## config.mk

```make
export PLATFORM = sky130hd
export DESIGN_NAME = reg_write_arbiter
export DESIGN_NICKNAME = d
export VERILOG_FILES = /design/src/rtl/reg_write_arbiter.sv
export SDC_FILE = /design/constraint.sdc
export NUM_CORES = 1
export LEC_CHECK = 0
export ABC_AREA = 1
export CAP_MARGIN = 20
export CORE_MARGIN = 2
export CORE_UTILIZATION = 40
export DETAILED_ROUTE_END_ITERATION = 8
export GPL_TIMING_DRIVEN = 0
export PLACE_DENSITY = 0.82
export SETUP_SLACK_MARGIN = 0.2
export SKIP_CTS_REPAIR_TIMING = 1
export SLEW_MARGIN = 0
export SYNTH_ARGS = -nofsm -noshare
export SYNTH_HDL_FRONTEND = slang
export SYNTH_SLANG_ARGS = --single-unit
```

## constraint.sdc

```tcl
create_clock -name clock -period 4.96 [get_ports clock]
set_input_delay 1.488 -clock clock [delete_from_list [all_inputs] [get_ports clock]]
set_output_delay 1.488 -clock clock [all_outputs]
set_load 0.02 [all_outputs]
```

## src/rtl/reg_write_arbiter.sv

```systemverilog
// reg_write_arbiter: single write port into a register bank, shared by three requesters
// (0=ALU, 1=LOAD, 2=IO). After reset a four-step init sequence preloads r1, r2, r30 and
// r31, then the block arbitrates requests and forwards one write per cycle with a
// one-cycle registered latency. Writes to r0 are accepted but never strobed.
//
// Optional feature: define RR_ARB_EN for round-robin arbitration; otherwise fixed
// priority ALU > LOAD > IO and no pointer register is built.
//
// Ports:
//   clock                  rising-edge clock
//   reset_n                asynchronous active-low reset
//   req_valid[2:0]         per-requester write request
//   req_addr0..2           per-requester destination register
//   req_data0..2           per-requester write data
//   req_ready[2:0]         per-requester grant (combinational)
//   WriteEnable            register-bank write strobe
//   WriteReg               register-bank write address
//   WriteData              register-bank write data
//   init_done              high once the init sequence has been issued
module reg_write_arbiter #(
  parameter logic [31:0] INIT_R1  = 32'd0,
  parameter logic [31:0] INIT_R2  = 32'd1,
  parameter logic [31:0] INIT_R30 = 32'd126,
  parameter logic [31:0] INIT_R31 = 32'd127
) (
  input  logic        clock,
  input  logic        reset_n,
  input  logic [2:0]  req_valid,
  input  logic [4:0]  req_addr0,
  input  logic [4:0]  req_addr1,
  input  logic [4:0]  req_addr2,
  input  logic [31:0] req_data0,
  input  logic [31:0] req_data1,
  input  logic [31:0] req_data2,
  output logic [2:0]  req_ready,
  output logic        WriteEnable,
  output logic [4:0]  WriteReg,
  output logic [31:0] WriteData,
  output logic        init_done
);

  typedef enum logic {StInit = 1'b0, StArb = 1'b1} state_e;

  state_e      state_q, state_d;
  logic [1:0]  idx_q, idx_d;
  logic        we_q, we_d;
  logic [4:0]  wreg_q, wreg_d;
  logic [31:0] wdata_q, wdata_d;
  logic        done_q, done_d;

  logic [2:0]  grant;
  logic        xfer;
  logic [4:0]  sel_addr;
  logic [31:0] sel_data;
  logic [4:0]  init_addr;
  logic [31:0] init_data;

  // ---------------------------------------------------------------------------
  // Arbitration
  // ---------------------------------------------------------------------------
`ifdef RR_ARB_EN
  // ptr_q holds the last granted requester; the search starts one past it.
  logic [1:0] ptr_q, ptr_d;

  always_comb begin
    grant = 3'b000;
    case (ptr_q)
      2'd0: begin
        if      (req_valid[1]) grant = 3'b010;
        else if (req_valid[2]) grant = 3'b100;
        else if (req_valid[0]) grant = 3'b001;
      end
      2'd1: begin
        if      (req_valid[2]) grant = 3'b100;
        else if (req_valid[0]) grant = 3'b001;
        else if (req_valid[1]) grant = 3'b010;
      end
      default: begin
        if      (req_valid[0]) grant = 3'b001;
        else if (req_valid[1]) grant = 3'b010;
        else if (req_valid[2]) grant = 3'b100;
      end
    endcase
  end

  always_comb begin
    ptr_d = ptr_q;
    if (xfer) begin
      if      (req_ready[0]) ptr_d = 2'd0;
      else if (req_ready[1]) ptr_d = 2'd1;
      else                   ptr_d = 2'd2;
    end
  end

  // Reset to 2 so the first search after reset starts at the ALU.
  always_ff @(posedge clock or negedge reset_n) begin
    if (!reset_n) begin
      ptr_q <= 2'd2;
    end else begin
      ptr_q <= ptr_d;
    end
  end
`else
  always_comb begin
    grant = 3'b000;
    if      (req_valid[0]) grant = 3'b001;
    else if (req_valid[1]) grant = 3'b010;
    else if (req_valid[2]) grant = 3'b100;
  end
`endif

  // ---------------------------------------------------------------------------
  // FSM: state register
  // ---------------------------------------------------------------------------
  always_ff @(posedge clock or negedge reset_n) begin
    if (!reset_n) begin
      state_q <= StInit;
      idx_q   <= 2'd0;
    end else begin
      state_q <= state_d;
      idx_q   <= idx_d;
    end
  end

  // ---------------------------------------------------------------------------
  // FSM: next state
  // ---------------------------------------------------------------------------
  always_comb begin
    state_d = state_q;
    idx_d   = idx_q;
    if (state_q == StInit) begin
      idx_d = idx_q + 2'd1;
      if (idx_q == 2'd3) begin
        state_d = StArb;
      end
    end
  end

  // ---------------------------------------------------------------------------
  // FSM: outputs and write-port next values
  // ---------------------------------------------------------------------------
  always_comb begin
    case (idx_q)
      2'd0:    begin init_addr = 5'd1;  init_data = INIT_R1;  end
      2'd1:    begin init_addr = 5'd2;  init_data = INIT_R2;  end
      2'd2:    begin init_addr = 5'd30; init_data = INIT_R30; end
      default: begin init_addr = 5'd31; init_data = INIT_R31; end
    endcase
  end

  always_comb begin
    req_ready = (state_q == StArb) ? grant : 3'b000;
    xfer      = |(req_valid & req_ready);

    sel_addr = req_addr0;
    sel_data = req_data0;
    if (req_ready[1]) begin
      sel_addr = req_addr1;
      sel_data = req_data1;
    end else if (req_ready[2]) begin
      sel_addr = req_addr2;
      sel_data = req_data2;
    end

    // Address/data hold their last value unless a real write is issued.
    we_d    = 1'b0;
    wreg_d  = wreg_q;
    wdata_d = wdata_q;
    done_d  = done_q;
    if (state_q == StInit) begin
      we_d    = 1'b1;
      wreg_d  = init_addr;
      wdata_d = init_data;
      if (idx_q == 2'd3) begin
        done_d = 1'b1;
      end
    end else if (xfer && (sel_addr != 5'd0)) begin
      we_d    = 1'b1;
      wreg_d  = sel_addr;
      wdata_d = sel_data;
    end
  end

  // Write-port registers; reset also discards any transfer accepted in flight.
  always_ff @(posedge clock or negedge reset_n) begin
    if (!reset_n) begin
      we_q    <= 1'b0;
      wreg_q  <= 5'd0;
      wdata_q <= 32'd0;
      done_q  <= 1'b0;
    end else begin
      we_q    <= we_d;
      wreg_q  <= wreg_d;
      wdata_q <= wdata_d;
      done_q  <= done_d;
    end
  end

  assign WriteEnable = we_q;
  assign WriteReg    = wreg_q;
  assign WriteData   = wdata_q;
  assign init_done   = done_q;

endmodule

```

==> key figures <==
Detailed routing
  – Wire per inst: 15.2 µm
  – Vias per std cell: 5.09
  – Remaining DRCs: 0
  – Overall via count from detail_route: 3301
  – Detailed Route WL: 9840 µm
  – WL met2: 5060 µm
  – Top layer in use: met4
  – Number of detailed-route iterations in the first pass: 4
  – M1 wire length: 4020 µm
  – ANT nets after route: 0
  – Iter 0 DRT Violations: 200
  – Routed length on met3: 603 µm

Placement
  – Dpl cell area: 4690 µm²
  – RD Place Congestion: 0.893
  – HPWL after DPL: 7910 µm
  – IO buf count: 157

Synth
  – Avg Cell Area, Syn: 7.76 µm²
  – Post-Syn Area: 2980 µm²
  – Post-Synth Adder-Cell Area: 1.68%
  – Part of the Yosys area used for sequential elements: 35.2%
  – Post-Synthesis Cells: 384
  – Synth Area in Compound Gates: 10.4%
  – Cell variety after synth: 30
  – Mux cell area share after synthesis: 0%
  – Syn Nets: 504
  – Async set-reset flop share out of synthesis: 100%
  – EDFF count, synth: 0
  – Synth Warn #: 0
  – #FFs+latches synth: 42
  – Post-Synth Simple-Gate Area: 43.7%
  – Main synth FF type: dfrtp_1
  – Main combinational cell family by area after synthesis: simple AND/OR/NAND/NOR gates
  – Post-Synth XOR/XNOR Area: 0.294%

Timing
  – Slew margin rel.: 42.8%
  – Worst-margin pin slew: 0.849 ns
  – Fin crit period: 4.59 ns
  – Period utilization: 92.5%
  – Max Clock Skew: 0.00316 ns
  – Hold Violations, Final: 0
  – Endpoints failing setup: 0
  – RSZ-0062 raised after global routing: no
  – Fmax: 218 MHz
  – Pins over their slew limit: 0

Global routing
  – GRT Total Usage: 23.6%
  – Global-route wire length before repair: 15700 µm
  – Vias in the first global route: 3307
  – Pin count of the biggest net entering global routing: 40
  – Total global routing overflow: 0
  – Initial antenna violation count: 0

Final layout
  – Final core occ: 66.1%
  – Antenna diodes: 0
  – Cell area after layout: 4790 µm²
  – Nets@finish: 668
  – Share of layout cells above drive strength 1: 14.4%
  – Number of fillers in the final layout: 667
  – Area grow syn2layout: 60.8%

Worst setup path
  – Critical Path AT: 3.10 ns
  – Worst path required time: 3.47 ns
  – Startpoint Class: input port
  – WS Path Type: in -> out
  – Worst setup EP type: output pin
  – Worst-path fanout max: 10

Clock tree
  – # clock sinks: 42
  – Cts bufs inserted: 5
  – Clock Latency Late Sink: 0.29 ns
  – CTS root buf: clkbuf_8
  – CTS tree: done
  – CTS Buffer Depth: 2
  – Reg clk slew, reported paths: 0.08 ns
  – H-tree levels: 2

Pwr
  – Leakage Power: 2.09 nW
  – Power, Total: 0.00102 W
  – Pwr Density: 213 nW/µm²
  – IR drop worst, VDD: 0.0000944 V

Floorplan
  – Chip width: 90.3 µm
  – Number of I/O pins: 158
  – FP Rows: 31
  – Initial Util: 41.1%
  – Die H: 90.3 µm
  – Core box area: 7250 µm²
  – Die footprint: 8160 µm²

Run status
  – Outcome: completed

Flow run
  – Max Cap Viol: 0

Hold path
  – Worst Hold Class: reg -> reg
## per-layer routing
layer	up-vias	GRT usage [%]
met5	-	0
met4	0	7.31
met3	11	4.51
met2	119	42.4
met1	1541	28.5
li1	1630	-
## per-stage QoR
| stage | hold slack (ns) | std cells | TNS (ns) | setup slack, ns |
|---|---|---|---|---|
| global placement | 0.446 | 640 | -0.238 | -0.203 |
| detailed placement | 0.449 | 641 | -0.300 | -0.213 |
| finish | 0.467 | 648 | 0 | 0.373 |
| CTS | 0.467 | 649 | -0.301 | -0.215 |
| global route | 0.499 | 648 | 0 | 0.240 |
| floorplan | 0.489 | 384 | 0 | 1.14 |
## cells in the final DEF, fill, tap and decap left out, types with 2 or more instances in the layout
cell type        netlist  layout
buf_12                 3       4
dlymetal6s2s_1         0       2
clkbuf_1              10      10
ha_1                   4       4
buf_4                  3       3
nand2_2               10      10
nand3_2               34      34
o211ai_1               7       7
or2_2                  2       2
nand3_1               21      21
buf_2                  8       9
buf_6                  4       4
nor2_1                52      52
dfrtp_1               42      42
clkbuf_8               0       6
o31ai_1               25      25
or2_1                  5       5
clkdlybuf4s50_1        0     154
buf_1                  3       3
nand4_1               25      25
o21ai_0                6       6
inv_1                  7       7
nand2_1              102     102
## kinds of logic after synthesis
| logic type | after synthesis |
|---|---|
| xor gates and xnor gates | 1 |
| and+or+nand+nor | 254 |
| buffers and inverters | 41 |
| AOI/OAI and AO/OA | 42 |
| DFF | 42 |
| adders and majority gates | 4 |
## registers in the layout, summed over array words and instances, names as in the netlist
name         count
WriteData       32
idx_q            2
init_done        1
WriteEnable      1
state_q          1
WriteReg         5
## power by group
group          switching [W]  internal (W)  total (W)
sequential         0.0000269      0.000382   0.000408
clock               0.000117      0.000112   0.000229
combinational       0.000178      0.000207   0.000384
## final cells by class
cell class | count | area [µm²] | share of cell area (%)
Sequential cell | 42 | 1050 | 21.9
Clock inverter | 1 | 5.00 | 0.104
Inverter | 9 | 37.5 | 0.783
Buffer | 31 | 220 | 4.59
Tap cell | 99 | 124 | 2.58
Clock buffer | 7 | 86.3 | 1.80
Multi-Input combinational cell | 301 | 1680 | 35.0
Timing Repair Buffer | 158 | 1590 | 33.2
## synth_stat cells (5+ instances only)
library cell,n,area [µm²]
nand2_1,102,383
nor2_1,52,195
dfrtp_1,42,1050
nand3_2,34,340
nand4_1,25,156
o31ai_1,25,188
nand3_1,21,105
clkbuf_1,10,37.5
nand2_2,10,62.6
buf_2,8,40.0
inv_1,7,26.3
o211ai_1,7,52.6
o21ai_0,6,30.0
or2_1,5,31.3
## critical path, cell delays in order
cell	delay (ns)
clkdlybuf4s50_1	0.51
nor2_4	0.20
nand2_2	0.09
buf_6	0.15
inv_1	0.14
buf_2	0.25
dlymetal6s2s_1	0.25
## path summary, 6_finish.rpt
check	endpoint	start	cells after the start	slack, ns
worst max-delay path	req_ready[2]	req_valid[0]	7	0.37
worst min-delay path	init_done	init_done	1	0.47
worst max register to register	WriteData[20]	state_q	8	2.86
worst min register to register	init_done	init_done	1	0.47
max in group asynchronous	WriteData[4]	reset_n	2	3.51
min in group asynchronous	WriteReg[0]	reset_n	1	1.01
Power figures use the tool's default switching activity.
